$ cat config.mk
export PLATFORM = sky130hd
export DESIGN_NAME = seq_ctrl
export DESIGN_NICKNAME = d
export VERILOG_FILES = /design/src/rtl/seq_ctrl.sv
export SDC_FILE = /design/constraint.sdc
export NUM_CORES = 1
export LEC_CHECK = 0
export ABC_AREA = 1
export BUFFER_PORTS_ARGS = -buffer_cell sky130_fd_sc_hd__buf_2
export CELL_PAD_IN_SITES_DETAIL_PLACEMENT = 0
export CELL_PAD_IN_SITES_GLOBAL_PLACEMENT = 1
export CORE_ASPECT_RATIO = 1.75
export CORE_MARGIN = 10
export CORE_UTILIZATION = 37
export DETAILED_ROUTE_END_ITERATION = 6
export PLACE_DENSITY = 0.76
export SYNTH_ARGS = -nofsm -noshare
export SYNTH_HDL_FRONTEND = slang
export SYNTH_SLANG_ARGS = --single-unit
$ cat constraint.sdc
create_clock -name clock -period 2.4 [get_ports clock]
set_input_delay 0.36 -clock clock [delete_from_list [all_inputs] [get_ports clock]]
set_output_delay 0.36 -clock clock [all_outputs]
set_load 0.01 [all_outputs]
$ cat src/rtl/seq_ctrl.sv
// -----------------------------------------------------------------------------
// seq_ctrl : colour-sequence memory game controller.
//
// Each round appends one random colour to an external sequence memory, replays
// the whole stored sequence (SHOW_CYCLES on, GAP_CYCLES blank per colour), then
// checks the player's button presses against memory in order. A wrong press
// loses; matching a full sequence of MAX_LEN colours wins.
//
// Ports
//   clock, reset     : sole clock, synchronous active-high reset
//   start            : begin a new game (ignored while busy)
//   rand_num[1:0]    : colour appended this round (sampled entering APPEND)
//   btn_valid/btn_num: one-cycle button press and its colour
//   mem_address[3:0] : sequence memory address
//   mem_rw           : 1 = write mem_in_num this edge, 0 = read
//   mem_in_num[1:0]  : memory write data
//   mem_out_num[1:0] : memory read data, one cycle after the address
//   show_valid/show_num : colour being displayed
//   level[3:0]       : sequence length minus one
//   busy, win, lose  : game status
//
// All outputs are registers loaded from the next-state values, so every
// output reflects the state being entered at each edge.
// -----------------------------------------------------------------------------
module seq_ctrl #(
    parameter int MAX_LEN     = 16,
    parameter int SHOW_CYCLES = 4,
    parameter int GAP_CYCLES  = 2
) (
    input  logic       clock,
    input  logic       reset,
    input  logic       start,
    input  logic [1:0] rand_num,
    input  logic       btn_valid,
    input  logic [1:0] btn_num,
    output logic [3:0] mem_address,
    output logic       mem_rw,
    output logic [1:0] mem_in_num,
    input  logic [1:0] mem_out_num,
    output logic       show_valid,
    output logic [1:0] show_num,
    output logic [3:0] level,
    output logic       busy,
    output logic       win,
    output logic       lose
);

    // Phase counter must cover the 2-cycle reads as well as show/gap spans.
    localparam int CNT_MAX = (SHOW_CYCLES > GAP_CYCLES) ?
                             ((SHOW_CYCLES > 2) ? SHOW_CYCLES : 2) :
                             ((GAP_CYCLES  > 2) ? GAP_CYCLES  : 2);
    localparam int CW = $clog2(CNT_MAX);

    localparam logic [CW-1:0] RD_LAST   = CW'(1);
    localparam logic [CW-1:0] SHOW_LAST = CW'(SHOW_CYCLES - 1);
    localparam logic [CW-1:0] GAP_LAST  = CW'(GAP_CYCLES - 1);
    localparam logic [4:0]    LEN_MAX   = 5'(MAX_LEN);

    typedef enum logic [3:0] {
        S_IDLE,
        S_APPEND,
        S_SHOW_RD,
        S_SHOW,
        S_GAP,
        S_IN_RD,
        S_IN_WAIT,
        S_WIN,
        S_LOSE
    } state_t;

    // state and counters
    state_t        r_state;
    logic [4:0]    r_len;
    logic [3:0]    r_idx;
    logic [CW-1:0] r_cnt;
    logic [1:0]    r_exp;

    // registered outputs
    logic [3:0]    r_mem_address;
    logic          r_mem_rw;
    logic [1:0]    r_mem_in_num;
    logic          r_show_valid;
    logic [1:0]    r_show_num;
    logic [3:0]    r_level;
    logic          r_busy;
    logic          r_win;
    logic          r_lose;

    // next-state values
    state_t        w_state;
    logic [4:0]    w_len;
    logic [3:0]    w_idx;
    logic [CW-1:0] w_cnt;
    logic [1:0]    w_exp;
    logic [3:0]    w_mem_address;
    logic          w_mem_rw;
    logic [1:0]    w_mem_in_num;
    logic          w_show_valid;
    logic [1:0]    w_show_num;
    logic [3:0]    w_level;
    logic          w_busy;
    logic          w_win;
    logic          w_lose;

    // idx+1 widened to compare against the 5-bit length
    logic [4:0]    w_idx_inc;
    assign w_idx_inc = {1'b0, r_idx} + 5'd1;

    always_ff @(posedge clock) begin
        if (reset) begin
            r_state       <= S_IDLE;
            r_len         <= '0;
            r_idx         <= '0;
            r_cnt         <= '0;
            r_exp         <= '0;
            r_mem_address <= '0;
            r_mem_rw      <= 1'b0;
            r_mem_in_num  <= '0;
            r_show_valid  <= 1'b0;
            r_show_num    <= '0;
            r_level       <= '0;
            r_busy        <= 1'b0;
            r_win         <= 1'b0;
            r_lose        <= 1'b0;
        end else begin
            r_state       <= w_state;
            r_len         <= w_len;
            r_idx         <= w_idx;
            r_cnt         <= w_cnt;
            r_exp         <= w_exp;
            r_mem_address <= w_mem_address;
            r_mem_rw      <= w_mem_rw;
            r_mem_in_num  <= w_mem_in_num;
            r_show_valid  <= w_show_valid;
            r_show_num    <= w_show_num;
            r_level       <= w_level;
            r_busy        <= w_busy;
            r_win         <= w_win;
            r_lose        <= w_lose;
        end
    end

    always_comb begin
        w_state    = r_state;
        w_len      = r_len;
        w_idx      = r_idx;
        w_cnt      = r_cnt;
        w_exp      = r_exp;
        w_show_num = r_show_num;

        case (r_state)
            S_IDLE, S_WIN, S_LOSE: begin
                if (start) begin
                    w_len   = '0;
                    w_idx   = '0;
                    w_cnt   = '0;
                    w_state = S_APPEND;
                end
            end

            S_APPEND: begin
                w_len   = r_len + 5'd1;
                w_idx   = '0;
                w_cnt   = '0;
                w_state = S_SHOW_RD;
            end

            // Cycle 0 presents the address, cycle 1 sees the read data.
            S_SHOW_RD: begin
                if (r_cnt == RD_LAST) begin
                    w_show_num = mem_out_num;
                    w_cnt      = '0;
                    w_state    = S_SHOW;
                end else begin
                    w_cnt = r_cnt + CW'(1);
                end
            end

            S_SHOW: begin
                if (r_cnt == SHOW_LAST) begin
                    w_cnt   = '0;
                    w_state = S_GAP;
                end else begin
                    w_cnt = r_cnt + CW'(1);
                end
            end

            S_GAP: begin
                if (r_cnt == GAP_LAST) begin
                    w_cnt = '0;
                    if (w_idx_inc == r_len) begin
                        w_idx   = '0;
                        w_state = S_IN_RD;
                    end else begin
                        w_idx   = r_idx + 4'd1;
                        w_state = S_SHOW_RD;
                    end
                end else begin
                    w_cnt = r_cnt + CW'(1);
                end
            end

            S_IN_RD: begin
                if (r_cnt == RD_LAST) begin
                    w_exp   = mem_out_num;
                    w_cnt   = '0;
                    w_state = S_IN_WAIT;
                end else begin
                    w_cnt = r_cnt + CW'(1);
                end
            end

            S_IN_WAIT: begin
                if (btn_valid) begin
                    if (btn_num != r_exp) begin
                        w_state = S_LOSE;
                    end else if (w_idx_inc < r_len) begin
                        w_idx   = r_idx + 4'd1;
                        w_state = S_IN_RD;
                    end else if (r_len == LEN_MAX) begin
                        w_state = S_WIN;
                    end else begin
                        w_state = S_APPEND;
                    end
                end
            end

            default: w_state = S_IDLE;
        endcase

        // Outputs follow the state being entered.
        w_mem_rw      = (w_state == S_APPEND);
        w_mem_in_num  = (w_state == S_APPEND) ? rand_num : 2'd0;
        w_mem_address = 4'd0;
        if (w_state == S_APPEND)
            w_mem_address = w_len[3:0];
        else if (w_state == S_SHOW_RD || w_state == S_IN_RD)
            w_mem_address = w_idx;

        w_show_valid = (w_state == S_SHOW);
        w_busy       = !(w_state == S_IDLE || w_state == S_WIN || w_state == S_LOSE);
        w_win        = (w_state == S_WIN);
        w_lose       = (w_state == S_LOSE);
        // len of 16 wraps the low nibble to 0, and 0-1 still gives 15.
        w_level      = (w_len == 5'd0) ? 4'd0 : (w_len[3:0] - 4'd1);
    end

    assign mem_address = r_mem_address;
    assign mem_rw      = r_mem_rw;
    assign mem_in_num  = r_mem_in_num;
    assign show_valid  = r_show_valid;
    assign show_num    = r_show_num;
    assign level       = r_level;
    assign busy        = r_busy;
    assign win         = r_win;
    assign lose        = r_lose;

endmodule

==> Word-level counts from Yosys, hierarchy flattened <==
Index checks and enable logic that the tools add are counted.
{ "classes": {"addsub": 5, "magnitude_cmp": 1, "eq_ne": 20, "muxes": 26, "bitwise_logic": 1, "reduce_logical": 15} }
{ "op_table": {"columns": ["op", "n"], "rows": [
  ["$mux W4", 15],
  ["$pmux W4 S7", 1],
  ["$eq A4 B3 Y1 const B", 6],
  ["$eq A4 B2 Y1 const B", 4],
  ["$pmux W4 S4", 1],
  ["$pmux W5 S2", 1],
  ["$mux W3", 3],
  ["$eq A4 B1 Y1 const B", 2],
  ["$eq A4 B4 Y1 const B", 2],
  ["$logic_not A4 Y1", 2],
  ["$pmux W2 S4", 1],
  ["$mux W2", 3],
  ["$reduce_and A2 Y1", 3],
  ["$reduce_or A3 Y1", 2],
  ["$add A4 B1 Y5 const B", 1],
  ["$add A5 B1 Y5 const B", 1],
  ["$eq A5 B5 Y1", 1],
  ["$eq A5 B5 Y1 const B", 1],
  ["$logic_not A5 Y1", 1],
  ["$lt A5 B5 Y1", 1],
  ["$mux W5", 1],
  ["$add A4 B1 Y4 const B", 1],
  ["$reduce_bool A4 Y1", 1],
  ["$reduce_or A2 Y1", 2],
  ["other kinds (9)", 11]
]} }
{ "totals": {"regBits": 34, "inputBits": 10, "word_cells": 82} }

==> Logic depth before layout (Yosys ltp) <==
{ "logic_depth": {"depth_word": 10, "ltp_mapped": 17, "depth_no_buf": 17} }

==> Least setup slack after synthesis <==
OpenSTA, ideal clock, no wires.
{ "synth_timing": {"kind": "register to register", "startpoint": "register r_idx[0]", "endpoint": "register r_mem_address[0], in the netlist mem_address[0]", "setup_ns": 0.112, "arrival_time_ns": 2.113, "setup_slack_ns": 0.174, "path_stages_with_launch": 17, "n_path_buf": 0, "synth_period_minus_slack_ns": 2.226, "cell_sequence": "dfxtp_1 -> ha_1 -> xnor2_1 -> inv_1 -> ha_1 -> nand2_1 -> nand2_1 -> nand2_1 -> nand2_1 -> nor2_1 -> nand3_1 -> nand3_2 -> nor2_1 -> nand3_1 -> nand2_1 -> nand2_1 -> nand2_1"} }
{ "synth_between": {"elab_chain_cells": 10, "word_cells_on_any_way": 23, "classes_between": "add/sub: 2; order compare: 1; eq/ne: 4; mux: 15; reduce/logical: 1"} }
{ "synth_rtl": {"columns": ["element", "line", "source"], "rows": [
  ["start, declared", "74", "logic [3:0] r_idx;"],
  ["start signal, assigned", "128", "r_idx <= w_idx;"],
  ["$add A4 B1 Y5", "107", "assign w_idx_inc = {1'b0, r_idx} + 5'd1;"],
  ["$lt A5 B5 Y1", "217", "end else if (w_idx_inc < r_len) begin"],
  ["$mux W3", "217", null],
  ["$mux W4", "215", "if (btn_num != r_exp) begin"],
  ["$mux W4", "214", "if (btn_valid) begin"],
  ["$pmux W4 S7", "151", "case (r_state)"],
  ["$eq A4 B2 Y1 / $eq A4 B3 Y1 (equally long branches)", "237", "else if (w_state == S_SHOW_RD || w_state == S_IN_RD)"],
  ["$logic_or A1 B1 Y1", "237", null],
  ["$mux W4", "237", null],
  ["$mux W4 (*)", "235", "if (w_state == S_APPEND)"],
  ["end signal, assigned", "131", "r_mem_address <= w_mem_address;"],
  ["end, declared", "79", "logic [3:0] r_mem_address;"]
]} }
Mark *: on every way between the ends. The rest lies on a longest branch, timed or not.
A chain may end at the register's enable or synchronous reset.

==> Worst setup path after layout <==
{ "layout_timing": {"startpoint": "register r_idx[0]", "endpoint": "register r_mem_address[1], in the netlist mem_address[1]"} }
The elaborated chain is that of the path after synthesis.

==> results.yml <==
status:
  outcome: "completed"
finish:
  area_delta_synth_final_pct: 19.0
  mostFrequentLayoutCell: "nand2_1"
  fin_cells: 452
  final_cell_mix: "nand2_1 (84), inv_1 (44), nor2_1 (36)"
  fin_nets: 396
  diodes: 0
  layout-drive-gt1-share: 0.246
pwr:
  power_frac_clock: 0.270
  swShare: 0.367
  power.leakage_nw: 1.38
  total_power_mw: 1.55
  power.internal_uw: 984
  ir_worst_vdd_mv: 0.534
  p_comb_frac: 0.318
  switching_power_uw: 570
  seq_power_share: 0.412
  pwr_density_cell_nw_per_um2: 588
clock_network:
  cts_buffer_depth: 2
  clk_pin_slew_ns: 0.07
  clk_latency_ns: 0.29
  postCtsSetupRepairBufs: 0
  cts_tree: "done"
  clock-root-buffer: "clkbuf_8"
  h-tree-depth: 2
  cts_sinks: 34
  hold_buffers: 0
  cts_made_buffers: 5
detailed_routing:
  wl_um: 5830
  wire_per_inst_um: 12.9
  viasPerCell: 4.79
  drtIter0Drc: 87
  drt.antenna.violating_nets: 0
  drc: 0
  detail_route.first_pass.iterations: 4
  vias: 2164
place:
  place_hpwl_um: 4730
  pre_cts_ws_ns: -0.0227
  io_buffer_count: 26
  gp_congestion: 0.895
  dp_cells: 444
worst_setup_path:
  start_kind: "register"
  path_cells: "ha_2 -> xnor2_2 -> inv_1 -> ha_1 -> nand2_1 -> nor2_4 -> nand2_1 -> nand3_2 -> nand3_2 -> nor2_4 -> nand3_4 -> nor2_8 -> nor2_1 -> nand2_1 -> nand2_1"
  worstPathRequired_ns: 2.59
  path_class: "reg2reg"
  arrival_ns: 2.45
  critPathCaptureType: "register"
  crit_path_max_fanout: 10
  crit_top_cell: "nand2_1"
  critPathSlowestCell: "dfxtp_2"
  max_stage_delay_ns: 0.34
logic_synthesis:
  synth_cell_types: 34
  synth_cells: 332
  yosysWarningCount: 0
  synth_nets: 355
  syn-cell-area_um2: 2220
  synth_area_per_cell_um2: 6.69
  synth-seq-cells: 34
  ys_seq_area_frac: 0.306
timing:
  final.setup.worst_slack_ns: 0.142
  slew_viol_final: 0
  max_freq_mhz: 443
  post-route-min-period_ns: 2.26
  tightest_slew_ns: 0.528
  hold_violations: 0
  finalCritPeriodShare: 0.941
  setup-violations-final: 0
  skew_ns: 0.00256
  whs_ns: 0.305
  slew-limit-headroom: 0.648
floorplan:
  die_h_um: 122
  design.portCount: 27
  start_util: 0.378
  num_rows: 37
  die_area_um2: 9620
  die_w_um: 78.6
  core_area_um2: 5880
global_route:
  antenna_found_initial: 0
  grt.total_usage: 0.121
  grt_pass1_wl_um: 9280
  grt_max_degree: 16
  grt_pass1_vias: 2059
  gr-total-overflow: 0
flow_run:
  maxCapViolCount: 0
worst_hold_path:
  hold_path_class: "in2reg"
[logic make-up after synthesis]
| kind of cell | synth area share |
|---|---|
| flops | 0.306 |
| buf+inv | 0.0958 |
| simple gates | 0.417 |
| xor+xnor | 0.0158 |
| compound gates | 0.0918 |
| fa+ha+maj | 0.0732 |
[worst paths after layout]
check               from             end  depth (start not counted)  slack [ns]
max             r_idx[0]  mem_address[1]                         15        0.14
min          rand_num[0]   mem_in_num[0]                          2        0.30
max reg2reg     r_idx[0]  mem_address[1]                         15        0.14
min reg2reg  show_num[1]     show_num[1]                          2        0.44
[power by group through the flow]
stage               sequential [mW]  combinational (mW)  clock [mW]
floorplan                     0.663               0.330           0
global placement              0.652               0.490           0
detailed placement            0.652               0.493           0
CTS                           0.640               0.496       0.436
global route                  0.645               0.559       0.458
finish                        0.640               0.494       0.420
[cell usage after synthesis]
| cell | number | area (um^2) |
|---|---|---|
| a21oi_1 | 15 | 75.1 |
| a21boi_2 | 1 | 11.3 |
| o21ai_2 | 2 | 17.5 |
| a21oi_4 | 1 | 16.3 |
| clkinv_2 | 1 | 5.00 |
| and3_1 | 2 | 12.5 |
| nand3_2 | 5 | 50.1 |
| dfxtp_1 | 34 | 681 |
| nor2_8 | 1 | 20.0 |
| nand4_4 | 1 | 21.3 |
| inv_2 | 8 | 30.0 |
| a22oi_1 | 1 | 7.51 |
| ha_1 | 13 | 163 |
| nor3b_1 | 1 | 7.51 |
| xnor2_1 | 1 | 8.76 |
| nand2_1 | 88 | 330 |
| nand3_4 | 1 | 17.5 |
| o21ai_0 | 8 | 40.0 |
| a21oi_2 | 1 | 8.76 |
| nor2_4 | 4 | 45.0 |
| nand2_2 | 7 | 43.8 |
| nor2_2 | 2 | 12.5 |
| o21ai_1 | 1 | 5.00 |
| xor2_1 | 3 | 26.3 |
| o211ai_1 | 3 | 22.5 |
| or2_0 | 1 | 6.26 |
| nand4_1 | 4 | 25.0 |
| nor2_1 | 38 | 143 |
| nand2_4 | 1 | 11.3 |
| nand3_1 | 30 | 150 |
| nor3_1 | 6 | 30.0 |
| inv_1 | 44 | 165 |
| clkbuf_1 | 2 | 7.51 |
| clkbuf_2 | 1 | 5.00 |
[registers in the layout (all words and copies together) (netlist names)]
name,cells
mem_rw,1
r_exp,2
mem_in_num,2
busy,1
level,4
show_num,2
r_cnt,2
lose,1
show_valid,1
r_len,5
mem_address,4
r_state,4
r_idx,4
win,1
[layer usage]
layer,wire (um),vias up,track usage
li1,-,1131,-
met1,2300,972,0.120
met2,3060,48,0.224
met3,300,13,0.0322
met4,170,0,0.0608
met5,0,-,0
[worst max-delay path: cells and delay by family (launching register included)]
kind	cells	cell delay, ns
buffers and inverters	1	0.06
and+or+nand+nor	11	1.10
DFF	1	0.34
xor gates and xnor gates	1	0.17
adders and majority gates	2	0.50
[area by class of cell]
cell class                 count  area (um^2)
multi-input combinational    242         1360
clock inverter                 2         13.8
fill                         660         3240
tap                           78         97.6
clock buffer                   6         72.6
timing repair buffer          37          213
inverter                      53          200
sequential                    34          684
[per-stage QoR]
step | setup TNS (ns) | cell area, um^2 | util
2_1_floorplan | 0 | 2220 | -
3_3_place_gp | 0 | 2520 | 0.428
3_5_place_dp | -0.0745 | 2520 | 0.428
4_1_cts | 0 | 2610 | 0.443
5_1_grt | -0.304 | 2640 | 0.450
6_report | 0 | 2640 | 0.450
[what timing repair did]
action / CTS / global route
resized for setup: 1 / 12
setup endpoints to repair: 4 / 10
gates cloned: 0 / 0
(Power assumes the default switching activity.)
